[config.mk]
export PLATFORM = sky130hd
export DESIGN_NAME = prog_loader
export DESIGN_NICKNAME = d
export VERILOG_FILES = /design/src/rtl/prog_loader_pkg.sv /design/src/rtl/prog_loader_byte_pair.sv /design/src/rtl/prog_loader.sv
export SDC_FILE = /design/constraint.sdc
export NUM_CORES = 1
export LEC_CHECK = 0
export ABC_AREA = 1
export BUFFER_PORTS_ARGS = -buffer_cell sky130_fd_sc_hd__buf_2
export CAP_MARGIN = 20
export CORE_MARGIN = 2
export CORE_UTILIZATION = 25
export CTS_CLUSTER_DIAMETER = 120
export CTS_CLUSTER_SIZE = 14
export DETAILED_ROUTE_END_ITERATION = 8
export HOLD_SLACK_MARGIN = 0.1
export SYNTH_ARGS = -nofsm -noshare
export SYNTH_HDL_FRONTEND = slang
export SYNTH_SLANG_ARGS = --single-unit
[constraint.sdc]
create_clock -name clk -period 2.4 [get_ports clk]
set_input_delay 0.48 -clock clk [delete_from_list [all_inputs] [get_ports clk]]
set_output_delay 0.48 -clock clk [all_outputs]
set_load 0.05 [all_outputs]
[src/rtl/prog_loader_pkg.sv]
// Shared definitions for the boot loader and the CPU that it releases from reset.
// - State encoding of the loader FSM.
// - Load start address (also the CPU reset PC) and the largest legal word count.
// - Helper that identifies the states in which the loader takes bytes.
package prog_loader_pkg;

    typedef logic [3:0] state_t;

    // First program word address and CPU reset PC; MAX_WORDS fills memory up to 16'hFFFF.
    localparam logic [15:0] LOADER_PROG_START = 16'h00FF;
    localparam logic [15:0] LOADER_MAX_WORDS  = 16'hFF01;

    localparam logic [3:0] ST_CNT_HI = 4'd0;
    localparam logic [3:0] ST_CNT_LO = 4'd1;
    localparam logic [3:0] ST_DAT_HI = 4'd2;
    localparam logic [3:0] ST_DAT_LO = 4'd3;
    localparam logic [3:0] ST_WRITE  = 4'd4;
    localparam logic [3:0] ST_CHK_HI = 4'd5;
    localparam logic [3:0] ST_CHK_LO = 4'd6;
    localparam logic [3:0] ST_DONE   = 4'd7;
    localparam logic [3:0] ST_ERROR  = 4'd8;

    // True in the count, data and checksum byte states.
    function automatic logic is_byte_state(input state_t s);
        return (s == ST_CNT_HI) || (s == ST_CNT_LO) ||
               (s == ST_DAT_HI) || (s == ST_DAT_LO) ||
               (s == ST_CHK_HI) || (s == ST_CHK_LO);
    endfunction

endpackage

[src/rtl/prog_loader_byte_pair.sv]
// byte_pair: joins two accepted bytes (high byte first) into one 16-bit word.
// Ports:
//   clk, rst    - clock, synchronous active-high reset (drops a held high byte)
//   byte_data   - byte presented by the host link
//   accept      - byte_data is taken this cycle
//   word        - {held high byte, byte_data}; meaningful when word_ready is 1
//   word_ready  - one-cycle pulse on the cycle the low byte is accepted
module byte_pair
    import prog_loader_pkg::*;
(
    input  logic        clk,
    input  logic        rst,
    input  logic [7:0]  byte_data,
    input  logic        accept,
    output logic [15:0] word,
    output logic        word_ready
);

    logic       lo_phase;
    logic [7:0] hi_byte;

    always_ff @(posedge clk) begin
        if (rst) begin
            lo_phase <= 1'b0;
        end else if (accept) begin
            lo_phase <= ~lo_phase;
        end
    end

    // The high byte needs no reset: clearing lo_phase already discards it.
    always_ff @(posedge clk) begin
        if (accept && !lo_phase) begin
            hi_byte <= byte_data;
        end
    end

    // The word is formed combinationally so the FSM can act on it in the same
    // cycle that the low byte arrives.
    assign word       = {hi_byte, byte_data};
    assign word_ready = accept && lo_phase;

endmodule

[src/rtl/prog_loader.sv]
// prog_loader: receives a program image over a byte link, writes it into RAM from
// PROG_START upward and releases the CPU from reset once the checksum matches.
// Stream: count word, count data words, checksum word; each word high byte first.
// Ports:
//   clk, rst      - clock, synchronous active-high reset
//   in_data       - byte from the host link
//   in_valid      - in_data holds a byte
//   in_ready      - the loader takes the byte this cycle
//   mem_addr      - RAM write address (held between writes)
//   mem_wdata     - RAM write data (held between writes)
//   mem_we        - one-cycle RAM write strobe
//   cpu_rst       - CPU reset, released only after a good load
//   load_done     - image loaded and checksum matched
//   load_err      - load aborted (bad count or checksum mismatch)
//   words_loaded  - number of data words written so far
module prog_loader
    import prog_loader_pkg::*;
#(
    parameter logic [15:0] PROG_START = LOADER_PROG_START,
    parameter logic [15:0] MAX_WORDS  = LOADER_MAX_WORDS
) (
    input  logic        clk,
    input  logic        rst,
    input  logic [7:0]  in_data,
    input  logic        in_valid,
    output logic        in_ready,
    output logic [15:0] mem_addr,
    output logic [15:0] mem_wdata,
    output logic        mem_we,
    output logic        cpu_rst,
    output logic        load_done,
    output logic        load_err,
    output logic [15:0] words_loaded
);

    state_t      state;
    state_t      state_next;
    logic [15:0] count;
    logic [15:0] sum;
    logic        accept;
    logic [15:0] word;
    logic        word_ready;

    // Outputs are gated with rst so they read 0 from the first reset cycle,
    // before the state register has been forced.
    assign in_ready  = !rst && is_byte_state(state);
    assign accept    = in_valid && in_ready;
    assign mem_we    = !rst && (state == ST_WRITE);
    assign load_done = !rst && (state == ST_DONE);
    assign load_err  = !rst && (state == ST_ERROR);
    assign cpu_rst   = rst || (state != ST_DONE);

    byte_pair u_byte_pair (
        .clk        (clk),
        .rst        (rst),
        .byte_data  (in_data),
        .accept     (accept),
        .word       (word),
        .word_ready (word_ready)
    );

    always_comb begin
        state_next = state;
        case (state)
            ST_CNT_HI: if (accept) state_next = ST_CNT_LO;
            ST_CNT_LO: begin
                if (word_ready) begin
                    if (word > MAX_WORDS)  state_next = ST_ERROR;
                    else if (word == 16'd0) state_next = ST_CHK_HI;
                    else                    state_next = ST_DAT_HI;
                end
            end
            ST_DAT_HI: if (accept) state_next = ST_DAT_LO;
            ST_DAT_LO: if (word_ready) state_next = ST_WRITE;
            // words_loaded is incremented on this same edge, hence the +1.
            ST_WRITE:  state_next = (words_loaded + 16'd1 == count) ? ST_CHK_HI : ST_DAT_HI;
            ST_CHK_HI: if (accept) state_next = ST_CHK_LO;
            ST_CHK_LO: begin
                if (word_ready) state_next = (word == sum) ? ST_DONE : ST_ERROR;
            end
            ST_DONE:   state_next = ST_DONE;
            ST_ERROR:  state_next = ST_ERROR;
            default:   state_next = ST_CNT_HI;
        endcase
    end

    always_ff @(posedge clk) begin
        if (rst) begin
            state        <= ST_CNT_HI;
            count        <= 16'd0;
            sum          <= 16'd0;
            words_loaded <= 16'd0;
            mem_addr     <= 16'd0;
            mem_wdata    <= 16'd0;
        end else begin
            state <= state_next;
            if ((state == ST_CNT_LO) && word_ready) begin
                count <= word;
            end
            // Address and data are staged when the word completes so they are
            // stable through WRITE and held afterwards.
            if ((state == ST_DAT_LO) && word_ready) begin
                sum       <= sum + word;
                mem_addr  <= PROG_START + words_loaded;
                mem_wdata <= word;
            end
            if (state == ST_WRITE) begin
                words_loaded <= words_loaded + 16'd1;
            end
        end
    end

endmodule

==> flow_summary_export.csv <==
group,metric,value,unit
routing,detail-route-antenna-nets,0,
floorplanning,die_y,147,um
cts,cts_setup_buffers,0,
logic_synthesis,netlist_area,0.00511,mm2
setup_path,crit_slowest_cell,"dfxtp_1",
place,dp_hpwl,11.2,mm
timing,rsz0062_at_grt,"false",
setup_path,arrival,2340,ps
grt,grt_pass1_vias,4441,
timing,finalCriticalPeriod,2060,ps
timing,final_hold_viol_count,0,
job,maxCapViolCount,0,
hold_path,hold_class,"primary input to flop",
floorplanning,die_w,147,um
cts,numClockSinks,93,
floorplanning,rows,52,
cts,cts.htree.levels,3,
finish,nNetsFinal,807,
outcome,status,"finished, final reports clean",
setup_path,cp.required,2680,ps
timing,whs,389,ps
cts,cts_tree,"yes",
logic_synthesis,syn_area_per_cell,7.24,um2
finish,fill_cells,2186,
logic_synthesis,synth-simple-area-share,22.2,%
timing,fin_skew,6.41,ps
logic_synthesis,syn_inst,705,
logic_synthesis,synth_area_leaders,"dfxtp_1, nand2_1, a21oi_1",
logic_synthesis,synth_top_family_by_area,"simple AND/OR/NAND/NOR gates",
setup_path,crit_family,"simple AND/OR/NAND/NOR gates",
routing,drc,0,
setup_path,critPathLaunchType,"flop",
logic_synthesis,synth_seq_cells,93,
finish,antenna_cells,0,
timing,fin_setup_tns,0,ps
grt,grt_antenna_before_repair,0,
logic_synthesis,yosys_warnings,0,
floorplanning,core,0.0202,mm2
logic_synthesis,synth-compound-area-share,20.9,%
logic_synthesis,synth_top_cell_by_area,"dfxtp_1",
place,io_buffers,63,
grt,grtUsageTotal,13.8,%
timing,max_slew_margin,68.6,%
finish,syn2layout_area_growth,20.5,%
logic_synthesis,synth_cell_types,42,
logic_synthesis,synth_top_area_share,33.3,%
floorplanning,design.die.area,0.0216,mm2
floorplanning,ioPinCount,64,
setup_path,cpMostUsedCell,"nand2_1",
finish,stdcell_count,1052,
grt,overflow,0,
place,dp_slack,69.3,ps
timing,fin_crit_sh,85.7,%
setup_path,crit_type,"flop to flop",
cts,clock_tree.buffer_depth,2,
grt,grt_max_degree,46,
grt,grt_pass1_wl,23.7,mm
routing,finalWirelength,14.6,mm
logic_synthesis,yosysMostFrequentCell,"nand2_1",
logic_synthesis,synthXorXnorAreaFrac,4.48,%
logic_synthesis,yosys-top-cells-count,"nand2_1, dfxtp_1, inv_1",
timing,finalMaxSlewViolations,0,
logic_synthesis,syn-num-nets,735,
cts,ctsHoldBuffers,0,
timing,report.final.setup_viol,0,
cts,cts-root-buf,"clkbuf_16",
logic_synthesis,synth_fa_ha_area_share,4.80,%
setup_path,critical_path.max_fanout,6,
cts,clock_latency,350,ps
routing,drt_iter0_drc,397,
logic_synthesis,synth-edff-count,8,
pwr,ir_worst_vdd,0.000355,V
routing,firstDrtPassIters,5,
logic_synthesis,ys_seq_area_share,38.0,%
timing,worst_pin_slew,468,ps
floorplanning,initial_core_util,25.3,%
routing,num_vias,4864,
logic_synthesis,synth_flop_cell,"dfxtp_1",
cts,cts.clk_slew.worst_paths,70,ps
pwr,p_leak,2.79,nW
place,dp_cells,1036,
routing,avgViaCountPerCell,4.62,
place,gp_congestion,0.860,
setup_path,cp_cell_sequence,"buf_4 > ha_1 > nand2_1 > nor2_1 > nand4_1 > nand2_1 > nand2_1 > nand2_1 > nand3_1 > nor2_1 > nand3_1 > nand3_1 > nand2_1 > a21oi_1",
timing,final.setup.worst_slack,342,ps
finish,drive_above_1_share,17.0,%
routing,wl_per_cell,13.9,um
setup_path,cp_num_buf_inv,1,
setup_path,worstSetupEndpointType,"flop",
cts,cts-buffers-inserted,9,
setup_path,cp_slowest_stage_delay,350,ps
logic_synthesis,async_reset_ff_share,0,%
timing,timing.fmax,486,MHz
pwr,p_per_area,554,mW/mm2
logic_synthesis,synth.area.mux_share,0,%
sequential cells by signal (all words and copies together) (netlist names):
| signal | cells |
|---|---|
| mem_addr | 16 |
| mem_wdata | 16 |
| u_byte_pair.hi_byte | 8 |
| count | 16 |
| state | 4 |
| sum | 16 |
| u_byte_pair.lo_phase | 1 |
| words_loaded | 16 |
through the flow:
| step | area, um2 | total power, W | util [%] |
|---|---|---|---|
| floorplan | 5110 | 0.00183 | - |
| global placement | 5830 | 0.00193 | 28.9 |
| detailed placement | 5830 | 0.00193 | 28.9 |
| CTS | 6150 | 0.00345 | 30.5 |
| global route | 6150 | 0.00355 | 30.5 |
| finish | 6150 | 0.00341 | 30.5 |
report_power, final:
group	switching, W	leakage [nW]	internal [W]
combinational	0.000189	1.87	0.0000885
sequential	0.0000276	0.760	0.00159
clock	0.000618	0.157	0.000897
total	0.000835	2.79	0.00257
cell usage in the layout, fill, tap and decap left out, types with 2 or more instances in the layout:
cell type,Yosys,final
nand2_1,108,108
dfxtp_1,85,84
inv_1,82,81
a21oi_1,80,80
buf_2,12,63
o21ai_0,59,59
nor2_1,55,54
nand3_1,44,44
o21ai_1,32,32
buf_4,1,25
ha_1,18,18
xor2_1,16,16
nand4_1,12,12
a31oi_1,12,12
clkbuf_16,0,10
nor2_2,7,8
edfxtp_1,8,8
inv_2,6,7
nor4_1,7,7
nor3_1,6,6
xnor2_1,5,5
o211ai_1,4,4
nand3_2,3,3
nand3b_1,3,3
nor2_4,2,2
nand2_2,2,2
o21ai_2,2,2
xnor3_1,2,2
or2_2,2,2
a211oi_1,2,2
a311oi_1,2,2
a21o_1,2,2
o31ai_1,2,2
clkinv_2,0,2
buf_12,0,2
logic make-up after synthesis:
| family | after synthesis |
|---|---|
| AO/OA/AOI/OAI | 200 |
| XOR/XNOR | 23 |
| adder cells (fa/ha/maj) | 19 |
| buffers and inverters | 118 |
| flip-flops | 93 |
| AND/OR/NAND/NOR | 252 |
worst paths after layout:
kind	startpoint	endpoint	slack [ps]	cells past startpoint
max	words_loaded[1]	state[2]	340	14
min	in_data[0]	u_byte_pair.hi_byte[0]	390	1
max reg2reg	words_loaded[1]	state[2]	340	14
min reg2reg	u_byte_pair.lo_phase	u_byte_pair.lo_phase	490	2
worst register-to-register path: cells and delay by family, from the launching register on:
kind	cells	cell delay, ps
fa+ha+maj	1	140
flops	1	350
buf+inv	1	160
compound gates	1	120
simple gates	11	1210
routing by layer:
layer  share of wire (%)  global-route usage, %  wire, um
met5                   0                      0         0
met4                0.88                   2.98       128
met3                 5.2                   3.11       752
met2                  45                   21.9      6530
met1                  49                   19.3      7170
area by class of cell:
type | instances | area [um2] | area share, %
flip-flops and latches | 93 | 1940 | 31.6
inverters | 89 | 334 | 5.43
well taps | 270 | 338 | 5.49
clock buffers | 11 | 264 | 4.29
clock inverters | 5 | 56.3 | 0.915
repair buffers | 90 | 543 | 8.83
multi-input cells | 494 | 2670 | 43.5
what timing repair did:
item                                    CTS  global route
endpoints found under the hold margin     0             0
endpoints found under the setup margin    0             1
resized for setup                         0             2
Note: power is estimated with default switching activity, not from simulation.
